<file path="config.mk">
export PLATFORM = sky130hd
export DESIGN_NAME = pixel_raster_tagger
export DESIGN_NICKNAME = d
export VERILOG_FILES = /design/src/rtl/pixel_raster_tagger.sv
export SDC_FILE = /design/constraint.sdc
export NUM_CORES = 1
export LEC_CHECK = 0
export BUFFER_PORTS_ARGS = -buffer_cell sky130_fd_sc_hd__buf_2
export CAP_MARGIN = 20
export CORE_MARGIN = 2
export CORE_UTILIZATION = 50
export DETAILED_ROUTE_END_ITERATION = 10
export PLACE_DENSITY = 0.76
export SLEW_MARGIN = 20
export SYNTH_ARGS = -nofsm -noshare
export SYNTH_HDL_FRONTEND = slang
export SYNTH_SLANG_ARGS = --single-unit
</file>
<file path="constraint.sdc">
create_clock -name clk -period 4.05 [get_ports clk]
set_clock_uncertainty 0.05 [all_clocks]
set_input_delay 0.81 -clock clk [delete_from_list [all_inputs] [get_ports clk]]
set_output_delay 0.81 -clock clk [all_outputs]
set_load 0.1 [all_outputs]
</file>
<file path="src/rtl/pixel_raster_tagger.sv">
`default_nettype none
// ============================================================================
// Module      : pixel_raster_tagger
// Description : Tags a raster-order 8-bit pixel stream with x/y coordinates
//               and sof/eol/eof markers, one armed frame at a time.
// Revision    : 1.0 - initial release
// ============================================================================
module pixel_raster_tagger #(
  parameter int ROWS = 512,
  parameter int COLS = 512,
  parameter int CW   = 10
) (
  input  logic          clk,
  input  logic          rst_n,
  input  logic          start,
  input  logic          abort,
  input  logic          s_valid,
  output logic          s_ready,
  input  logic [7:0]    s_data,
  output logic          m_valid,
  input  logic          m_ready,
  output logic [7:0]    m_data,
  output logic [CW-1:0] m_x,
  output logic [CW-1:0] m_y,
  output logic          m_sof,
  output logic          m_eol,
  output logic          m_eof,
  output logic          busy,
  output logic          frame_done,
  output logic [15:0]   frame_count
);

  localparam int            PW       = 8 + 2 * CW + 3;
  localparam logic [CW-1:0] c_last_x = CW'(COLS - 1);
  localparam logic [CW-1:0] c_last_y = CW'(ROWS - 1);

  typedef enum logic [1:0] {
    ST_IDLE   = 2'd0,
    ST_ACTIVE = 2'd1,
    ST_DRAIN  = 2'd2
  } state_t;

  state_t        r_state;
  logic [CW-1:0] r_x;
  logic [CW-1:0] r_y;
  logic [PW-1:0] r_main;
  logic [PW-1:0] r_skid;
  logic          r_main_valid;
  logic          r_skid_valid;
  logic          r_s_ready;
  logic          r_frame_done;
  logic [15:0]   r_frame_count;

  logic          w_in_xfer;
  logic          w_out_xfer;
  logic          w_main_open;
  logic          w_sof;
  logic          w_eol;
  logic          w_eof;
  logic          w_skid_valid_nxt;
  logic [PW-1:0] w_in_word;

  assign w_in_xfer   = s_valid & r_s_ready;
  assign w_out_xfer  = r_main_valid & m_ready;
  assign w_main_open = ~r_main_valid | w_out_xfer;

  // Markers come from the counters, never from the upstream stream.
  assign w_sof     = (r_x == '0) && (r_y == '0);
  assign w_eol     = (r_x == c_last_x);
  assign w_eof     = w_eol && (r_y == c_last_y);
  assign w_in_word = {s_data, r_x, r_y, w_sof, w_eol, w_eof};

  // s_ready is only ever high with the skid empty, so an accept can never
  // collide with a pending skid entry.
  assign w_skid_valid_nxt = ~w_main_open & (r_skid_valid | w_in_xfer);

  always_ff @(posedge clk or negedge rst_n) begin
    if (!rst_n) begin
      r_state       <= ST_IDLE;
      r_x           <= '0;
      r_y           <= '0;
      r_main        <= '0;
      r_skid        <= '0;
      r_main_valid  <= 1'b0;
      r_skid_valid  <= 1'b0;
      r_s_ready     <= 1'b0;
      r_frame_done  <= 1'b0;
      r_frame_count <= '0;
    end else if (abort) begin
      r_state      <= ST_IDLE;
      r_x          <= '0;
      r_y          <= '0;
      r_main       <= '0;
      r_skid       <= '0;
      r_main_valid <= 1'b0;
      r_skid_valid <= 1'b0;
      r_s_ready    <= 1'b0;
      r_frame_done <= 1'b0;
    end else begin
      if (w_main_open) begin
        if (r_skid_valid) begin
          r_main       <= r_skid;
          r_main_valid <= 1'b1;
        end else if (w_in_xfer) begin
          r_main       <= w_in_word;
          r_main_valid <= 1'b1;
        end else begin
          r_main_valid <= 1'b0;
        end
      end
      if (w_in_xfer && !w_main_open) begin
        r_skid <= w_in_word;
      end
      r_skid_valid <= w_skid_valid_nxt;
      r_frame_done <= 1'b0;

      case (r_state)
        ST_IDLE: begin
          if (start) begin
            r_state   <= ST_ACTIVE;
            r_x       <= '0;
            r_y       <= '0;
            r_s_ready <= 1'b1;
          end else begin
            r_s_ready <= 1'b0;
          end
        end
        ST_ACTIVE: begin
          r_s_ready <= ~w_skid_valid_nxt;
          if (w_in_xfer) begin
            if (w_eol) begin
              r_x <= '0;
              if (w_eof) begin
                r_y       <= '0;
                r_state   <= ST_DRAIN;
                r_s_ready <= 1'b0;
              end else begin
                r_y <= r_y + 1'b1;
              end
            end else begin
              r_x <= r_x + 1'b1;
            end
          end
        end
        ST_DRAIN: begin
          r_s_ready <= 1'b0;
          // The done cycle is spent in DRAIN so a start seen there is ignored.
          if (r_frame_done) begin
            r_state <= ST_IDLE;
          end else if (w_out_xfer && r_main[0]) begin
            r_frame_done  <= 1'b1;
            r_frame_count <= r_frame_count + 16'd1;
          end
        end
        default: begin
          r_state <= ST_IDLE;
        end
      endcase
    end
  end

  assign s_ready     = r_s_ready;
  assign m_valid     = r_main_valid;
  assign {m_data, m_x, m_y, m_sof, m_eol, m_eof} = r_main;
  assign busy        = (r_state != ST_IDLE);
  assign frame_done  = r_frame_done;
  assign frame_count = r_frame_count;

endmodule
`default_nettype wire
</file>
; ---- After elaboration in Yosys (flattened, before gate mapping)
; Index checks and enable logic that the tools add are counted.
[classes]
addsub = 3
n_eq_ne = 9
muxes = 38
bitwise = 10
reduce_logical = 19
[op_table]
columns = cell, n
row1 = 2-to-1 mux 31 bit, 6
row2 = 2-to-1 mux 10 bit, 8
row3 = case mux 10 bit (2 select lines), 2
row4 = adder 10 x 1 -> 10 bit (second input constant), 2
row5 = == test 10 x 9 -> 1 bit (second input constant), 2
row6 = zero test 10 bit, 2
row7 = adder 16 x 1 -> 16 bit (second input constant), 1
row8 = inequality test 3 bit (second input constant), 5
row9 = 2-to-1 mux 1 bit, 14
row10 = 2-to-1 mux 2 bit, 6
row11 = AND reduction 4 bit, 2
row12 = case mux 2 bit (3 select lines), 1
row13 = nonzero test 2 bit, 3
row14 = nonzero test 3 bit, 2
row15 = NOT 1 bit, 5
row16 = AND reduction 5 bit, 1
row17 = logical AND 1 bit, 4
row18 = nonzero test 4 bit, 1
row19 = bitwise AND 1 bit, 3
row20 = case mux 1 bit (3 select lines), 1
row21 = AND reduction 3 bit, 1
row22 = == test 2 x 1 -> 1 bit (second input constant), 1
row23 = == test 2 bit (second input constant), 1
row24 = zero test 2 bit, 1
row25 = other kinds (3), 4
[word_totals]
ff_bits = 104
out_inout_bits = 51

; ---- Depth between registers and ports, before layout
[logic_depth]
depth_word = 10
depth_mapped = 8
mapped_depth_nobuf = 7

; ---- Worst setup path before layout
; OpenSTA, ideal clock, no wires.
[synth_path]
path_kind = reg-to-reg
startpoint = register r_s_ready (netlist: s_ready)
endpoint = register r_x[0]
setup_time_ps = 83
arrival_time_ps = 2205
slack_ps = 1712
path_stages_with_launch = 6
n_path_buf = 1
synth_period_minus_slack_ps = 2338
cell_sequence = dfrtp_1 -> a21boi_0 -> o21ba_2 -> buf_4 -> or3_2 -> o21ai_0
[synth_via]
elab_chain_cells = 3
[synth_lines]
columns = item, line
row1 = start: declaration, 50  ; logic r_s_ready;
row2 = start signal: assignment, 129  ; r_s_ready <= ~w_skid_valid_nxt;
row3 = bitwise AND 1 bit, 63  ; assign w_in_xfer = s_valid & r_s_ready;
row4 = inequality test 3 bit (no source line), -
row5 = AND reduction 3 bit (no source line), -
row6 = end signal: assignment, 141  ; r_x <= r_x + 1'b1;
row7 = end: declaration, 44  ; logic [CW-1:0] r_x;
; No other way between the ends.
; A chain may end at the register's enable or synchronous reset.

; ---- Final worst setup path
[layout_path]
startpoint = register r_state[1]
endpoint = output busy
[layout_via]
elab_chain_cells = 1
[layout_lines]
columns = item, line
row1 = start: declaration, 43  ; state_t r_state;
row2 = start signal: assignment, 79  ; r_state <= ST_IDLE;
row3 = start signal: assignment, 90  ; r_state <= ST_IDLE;
row4 = start signal: assignment, 120  ; r_state <= ST_ACTIVE;
row5 = nonzero test 2 bit, 165  ; assign busy = (r_state != ST_IDLE);
row6 = end: declaration, 28  ; output logic busy,
; No other way between the ends.

==> flow_summary.html <==
<table>
<tr><th>Metric</th><th>Value</th></tr>
<tr><th colspan="2">Drt</th></tr>
<tr><td>Final WL</td><td>10,150 µm</td></tr>
<tr><td>Total iterations of the first detailed-routing run</td><td>5</td></tr>
<tr><td>Vias after detailed routing</td><td>3,634</td></tr>
<tr><td>Residual DRC count</td><td>0</td></tr>
<tr><td>Post-DR wirelength/cell</td><td>between 15 and 20 µm</td></tr>
<tr><td>Vias per std cell</td><td>~5.7</td></tr>
<tr><td>Starting DRC count in detailed routing</td><td>around 190</td></tr>
<tr><td>DRT antenna net count</td><td>0</td></tr>
<tr><th colspan="2">Hold path</th></tr>
<tr><td>Path type of the worst min-delay path</td><td>reg -&gt; reg</td></tr>
<tr><td>Worst Hold Depth</td><td>1</td></tr>
<tr><td>Terminating pin of the worst hold path</td><td>frame_count[15]</td></tr>
<tr><td>Worst hold start</td><td>frame_count[15]</td></tr>
<tr><th colspan="2">CTS</th></tr>
<tr><td>Clock tree from TritonCTS</td><td>built</td></tr>
<tr><td>Clock-pin slew on the worst setup and hold paths</td><td>0.10 ns</td></tr>
<tr><td>CTS Buffer Depth</td><td>2</td></tr>
<tr><td>Clk sinks</td><td>104</td></tr>
<tr><td>Hold buffer count at CTS</td><td>0</td></tr>
<tr><td>Postcts setup bufs</td><td>0</td></tr>
<tr><td>CTS H-Tree Depth</td><td>3</td></tr>
<tr><td>Total clock buffers created by CTS</td><td>9</td></tr>
<tr><td>CTS resizes</td><td>0</td></tr>
<tr><td>Clock root buffer</td><td>sky130_fd_sc_hd__clkbuf_8</td></tr>
<tr><td>Source-to-sink clock delay at the later pin of the worst-skew pair</td><td>0.37 ns</td></tr>
<tr><th colspan="2">Synthesis</th></tr>
<tr><td>Post-Syn Instances</td><td>447</td></tr>
<tr><td>Count of warnings emitted by yosys</td><td>0</td></tr>
<tr><td>Number of distinct library cells after synthesis</td><td>55</td></tr>
<tr><td>Area share of and/or/nand/nor cells after synthesis</td><td>15.85%</td></tr>
<tr><td>Fraction of the mapped netlist area in adder cells</td><td>2.285%</td></tr>
<tr><td>Xor-xnor portion of the synthesized cell area</td><td>between 4 and 5%</td></tr>
<tr><td>Total of flip-flops plus latches after synthesis</td><td>104</td></tr>
<tr><td>Syn Area/Cell</td><td>roughly 11 µm²</td></tr>
<tr><td>Proportion of synthesized flip-flops having asynchronous set or reset</td><td>100.0%</td></tr>
<tr><td>Register area share after synthesis</td><td>52.82%</td></tr>
<tr><td>Top-area cell type share of the netlist area</td><td>52.82%</td></tr>
<tr><td>Most area-consuming cells after synthesis</td><td>sky130_fd_sc_hd__dfrtp_1, sky130_fd_sc_hd__mux2i_1, sky130_fd_sc_hd__a22o_1, sky130_fd_sc_hd__a211oi_1, sky130_fd_sc_hd__nor2_1</td></tr>
<tr><td>Number of synthesized flops with an enable pin</td><td>0</td></tr>
<tr><td>Proportion of synthesized area in mux cells</td><td>6.526%</td></tr>
<tr><td>Post-synth top flop</td><td>sky130_fd_sc_hd__dfrtp_1</td></tr>
<tr><td>Post-Syn Nets</td><td>470</td></tr>
<tr><td>Largest area contributor in the netlist</td><td>sky130_fd_sc_hd__dfrtp_1</td></tr>
<tr><td>Compound-gate portion of the synthesized area</td><td>14.50%</td></tr>
<tr><td>Largest family of logic cells by synthesized area</td><td>simple AND/OR/NAND/NOR gates</td></tr>
<tr><td>Synth Cell Area</td><td>0.004927 mm²</td></tr>
<tr><th colspan="2">GRT</th></tr>
<tr><td>All-Layer GR Usage</td><td>19.56%</td></tr>
<tr><td>Number of antenna violations at the first check in global routing</td><td>0</td></tr>
<tr><td>Largest net degree at the start of global routing</td><td>78</td></tr>
<tr><td>Vias in the first global route</td><td>3,434</td></tr>
<tr><td>Gr ovfl total</td><td>0</td></tr>
<tr><td>Global-route wire length before repair</td><td>16,480 µm</td></tr>
<tr><th colspan="2">Timing</th></tr>
<tr><td>Slew Limit Fails</td><td>0</td></tr>
<tr><td>Max frequency</td><td>405.6 MHz</td></tr>
<tr><td>Share of the clock period used by the worst path</td><td>between 60% and 70%</td></tr>
<tr><td>Unrepaired setup endpoints after global routing</td><td>no</td></tr>
<tr><td>Relative slew slack</td><td>37.12%</td></tr>
<tr><td>Count of endpoints failing setup in the final report</td><td>0</td></tr>
<tr><td>Setup TNS after final layout</td><td>0 ns</td></tr>
<tr><td>Transition time at the pin with the least slew margin</td><td>0.9432 ns</td></tr>
<tr><td>Hold Fails Final Rpt</td><td>0</td></tr>
<tr><td>Time the final worst path needs with I/O delays and setup</td><td>2.465 ns</td></tr>
<tr><td>Final critical-path setup slack</td><td>1.585 ns</td></tr>
<tr><th colspan="2">Flow run</th></tr>
<tr><td>Number of max-capacitance violations reported</td><td>0</td></tr>
<tr><th colspan="2">Floorplanning</th></tr>
<tr><td>Placement Rows</td><td>36</td></tr>
<tr><td>Die boundary width</td><td>between 100 and 150 µm</td></tr>
<tr><td>Starting utilization of the core area</td><td>50.88%</td></tr>
<tr><td>Die area</td><td>around 0.011 mm²</td></tr>
<tr><td>Vertical die dimension</td><td>103.3 µm</td></tr>
<tr><td>Area of the placeable core</td><td>0.009684 mm²</td></tr>
<tr><td># IOs</td><td>65</td></tr>
<tr><th colspan="2">Final layout</th></tr>
<tr><td>Antenna cells</td><td>0</td></tr>
<tr><td>Area Growth Syn to Fin</td><td>12.93%</td></tr>
<tr><td>Final core utilization</td><td>57.45%</td></tr>
<tr><td>Post-layout net count</td><td>about 520</td></tr>
<tr><td>Layout cell share with drive strength beyond 1</td><td>20.55%</td></tr>
<tr><th colspan="2">Placement</th></tr>
<tr><td>IO buf count</td><td>64</td></tr>
<tr><td>Gp weighted congestion</td><td>0.7967</td></tr>
<tr><td>HPWL after detailed placement</td><td>6931 µm</td></tr>
<tr><td>DP Worst Slack</td><td>1.355 ns</td></tr>
<tr><th colspan="2">Status</th></tr>
<tr><td>Result of the run</td><td>complete, no violations</td></tr>
<tr><th colspan="2">Pwr</th></tr>
<tr><td>Worst vdd ir</td><td>around 0.25 mV</td></tr>
<tr><td>Total design power</td><td>approximately 3 mW</td></tr>
<tr><td>Total power density per cell area</td><td>around 530 mW/mm²</td></tr>
<tr><td>Cell leakage power</td><td>2.602 nW</td></tr>
<tr><th colspan="2">Worst setup path</th></tr>
<tr><td>Critical Path AT</td><td>1.61 ns</td></tr>
<tr><td>R2R depth</td><td>7</td></tr>
<tr><td>R2r endpoint</td><td>r_y[1]</td></tr>
<tr><td>Nature of the critical path startpoint</td><td>flop</td></tr>
<tr><td>Register-to-register setup slack</td><td>around 1.8 ns</td></tr>
<tr><td>CP endpoint kind</td><td>output port</td></tr>
<tr><td>Type of the setup path with the least slack</td><td>reg -&gt; out</td></tr>
<tr><td>Worst Path Max Fanout</td><td>4</td></tr>
<tr><td>Worst Path Required</td><td>roughly 3.2 ns</td></tr>
<tr><td>Crit Reg-Reg Startpoint</td><td>r_state[1]</td></tr>
</table>
-- where the power goes --
part / switching (mW) / leakage [nW] / total (mW) / internal [mW]
Sequential: 0.0605 / 1.44 / 1.18 / 1.12
Combinational: 0.860 / 1.06 / 1.07 / 0.207
Clock: 0.351 / 0.106 / 0.675 / 0.324
Total: 1.27 / 2.60 / 2.92 / 1.65
-- cell usage after synthesis, types with 3 or more instances --
| master | number |
|---|---|
| sky130_fd_sc_hd__nand2b_1 | 3 |
| sky130_fd_sc_hd__nor3_1 | 8 |
| sky130_fd_sc_hd__and3_1 | 5 |
| sky130_fd_sc_hd__dfrtp_1 | 104 |
| sky130_fd_sc_hd__o21ai_0 | 15 |
| sky130_fd_sc_hd__ha_1 | 9 |
| sky130_fd_sc_hd__nand4_1 | 8 |
| sky130_fd_sc_hd__inv_1 | 11 |
| sky130_fd_sc_hd__nor2b_1 | 4 |
| sky130_fd_sc_hd__a22o_1 | 27 |
| sky130_fd_sc_hd__mux2i_1 | 31 |
| sky130_fd_sc_hd__a211oi_1 | 30 |
| sky130_fd_sc_hd__a21oi_1 | 6 |
| sky130_fd_sc_hd__clkbuf_1 | 13 |
| sky130_fd_sc_hd__nand2_1 | 22 |
| sky130_fd_sc_hd__buf_2 | 11 |
| sky130_fd_sc_hd__xor2_1 | 15 |
| sky130_fd_sc_hd__and4_1 | 5 |
| sky130_fd_sc_hd__nor2_1 | 57 |
| sky130_fd_sc_hd__nand3_1 | 14 |
| sky130_fd_sc_hd__xnor2_1 | 11 |
-- flip-flops by register name, summed over array words and instances (netlist names) --
signal and count:
r_state 2, r_main 31, r_skid_valid 1, frame_count 16, r_skid 31, r_y 10, frame_done 1, s_ready 1
m_valid 1, r_x 10
-- area by class of cell --
type | instances | area, µm²
clock buffers | 11 | 151.4
clock inverters | 5 | 63.81
fillers | 786 | 4120
inverters | 11 | 41.29
multi-input cells | 305 | 2171
flip-flops and latches | 104 | 2603
well taps | 133 | 166.4
repair buffers | 70 | 367.9
-- critical path, stage by stage, from the launching register on --
cell,delay [ns]
sky130_fd_sc_hd__dfrtp_1,0.41
sky130_fd_sc_hd__inv_1,0.10
sky130_fd_sc_hd__ha_1,0.24
sky130_fd_sc_hd__inv_1,0.08
sky130_fd_sc_hd__buf_2,0.42
-- worst max path at each step --
stage | start | endpoint | slack (ns)
floorplan | s_ready | r_x[0] | 1.71
global placement | abort | frame_count[7] | 1.40
detailed placement | abort | frame_count[7] | 1.36
CTS | r_state[1] | busy | 1.57
global route | r_state[1] | busy | 1.53
finish | r_state[1] | busy | 1.58
-- cell families after synthesis --
group                      count (synthesis)
DFF                                      104
adders and majority gates                  9
buffers and inverters                     38
muxes                                     32
xor gates and xnor gates                  26
and+or+nand+nor                          145
AOI/OAI and AO/OA                         93
-- routing by layer --
layer	vias up	wire, µm	GRT usage (%)
met5	-	0	0
met4	0	163	7.389
met3	15	393	3.427
met2	99	5030	32.57
met1	1794	4565	25.72
li1	1726	-	-
-- layout by cell type, fill, tap and decap left out, drive strengths merged, types with 2 or more instances in the layout --
cell | netlist | layout
nor4b | 3 | 3
and3 | 5 | 5
ha | 9 | 9
clkinv | 0 | 2
buf | 14 | 70
nand4 | 9 | 9
xnor2 | 11 | 11
nor3 | 10 | 10
dfrtp | 104 | 104
nor2 | 57 | 57
and2 | 3 | 3
a21oi | 6 | 6
a31oi | 2 | 2
nand3 | 16 | 16
o211a | 2 | 2
nand2 | 22 | 22
a211oi | 30 | 30
clkbuf | 13 | 11
nor2b | 4 | 4
a22o | 27 | 27
inv | 11 | 12
xor2 | 15 | 15
mux2i | 31 | 31
and4 | 6 | 6
nand2b | 3 | 3
o21ai | 16 | 16
nor4 | 3 | 3
-- stage by stage --
stage,instance area [µm²],hold slack [ns],std cells
after floorplan,4927,0.3996,447
after global placement,5349,0.4111,623
after detailed placement,5349,0.4108,623
after CTS,5564,0.4249,639
after global routing,5564,0.4595,639
final,5564,0.4248,639
(Power assumes the default switching activity.)
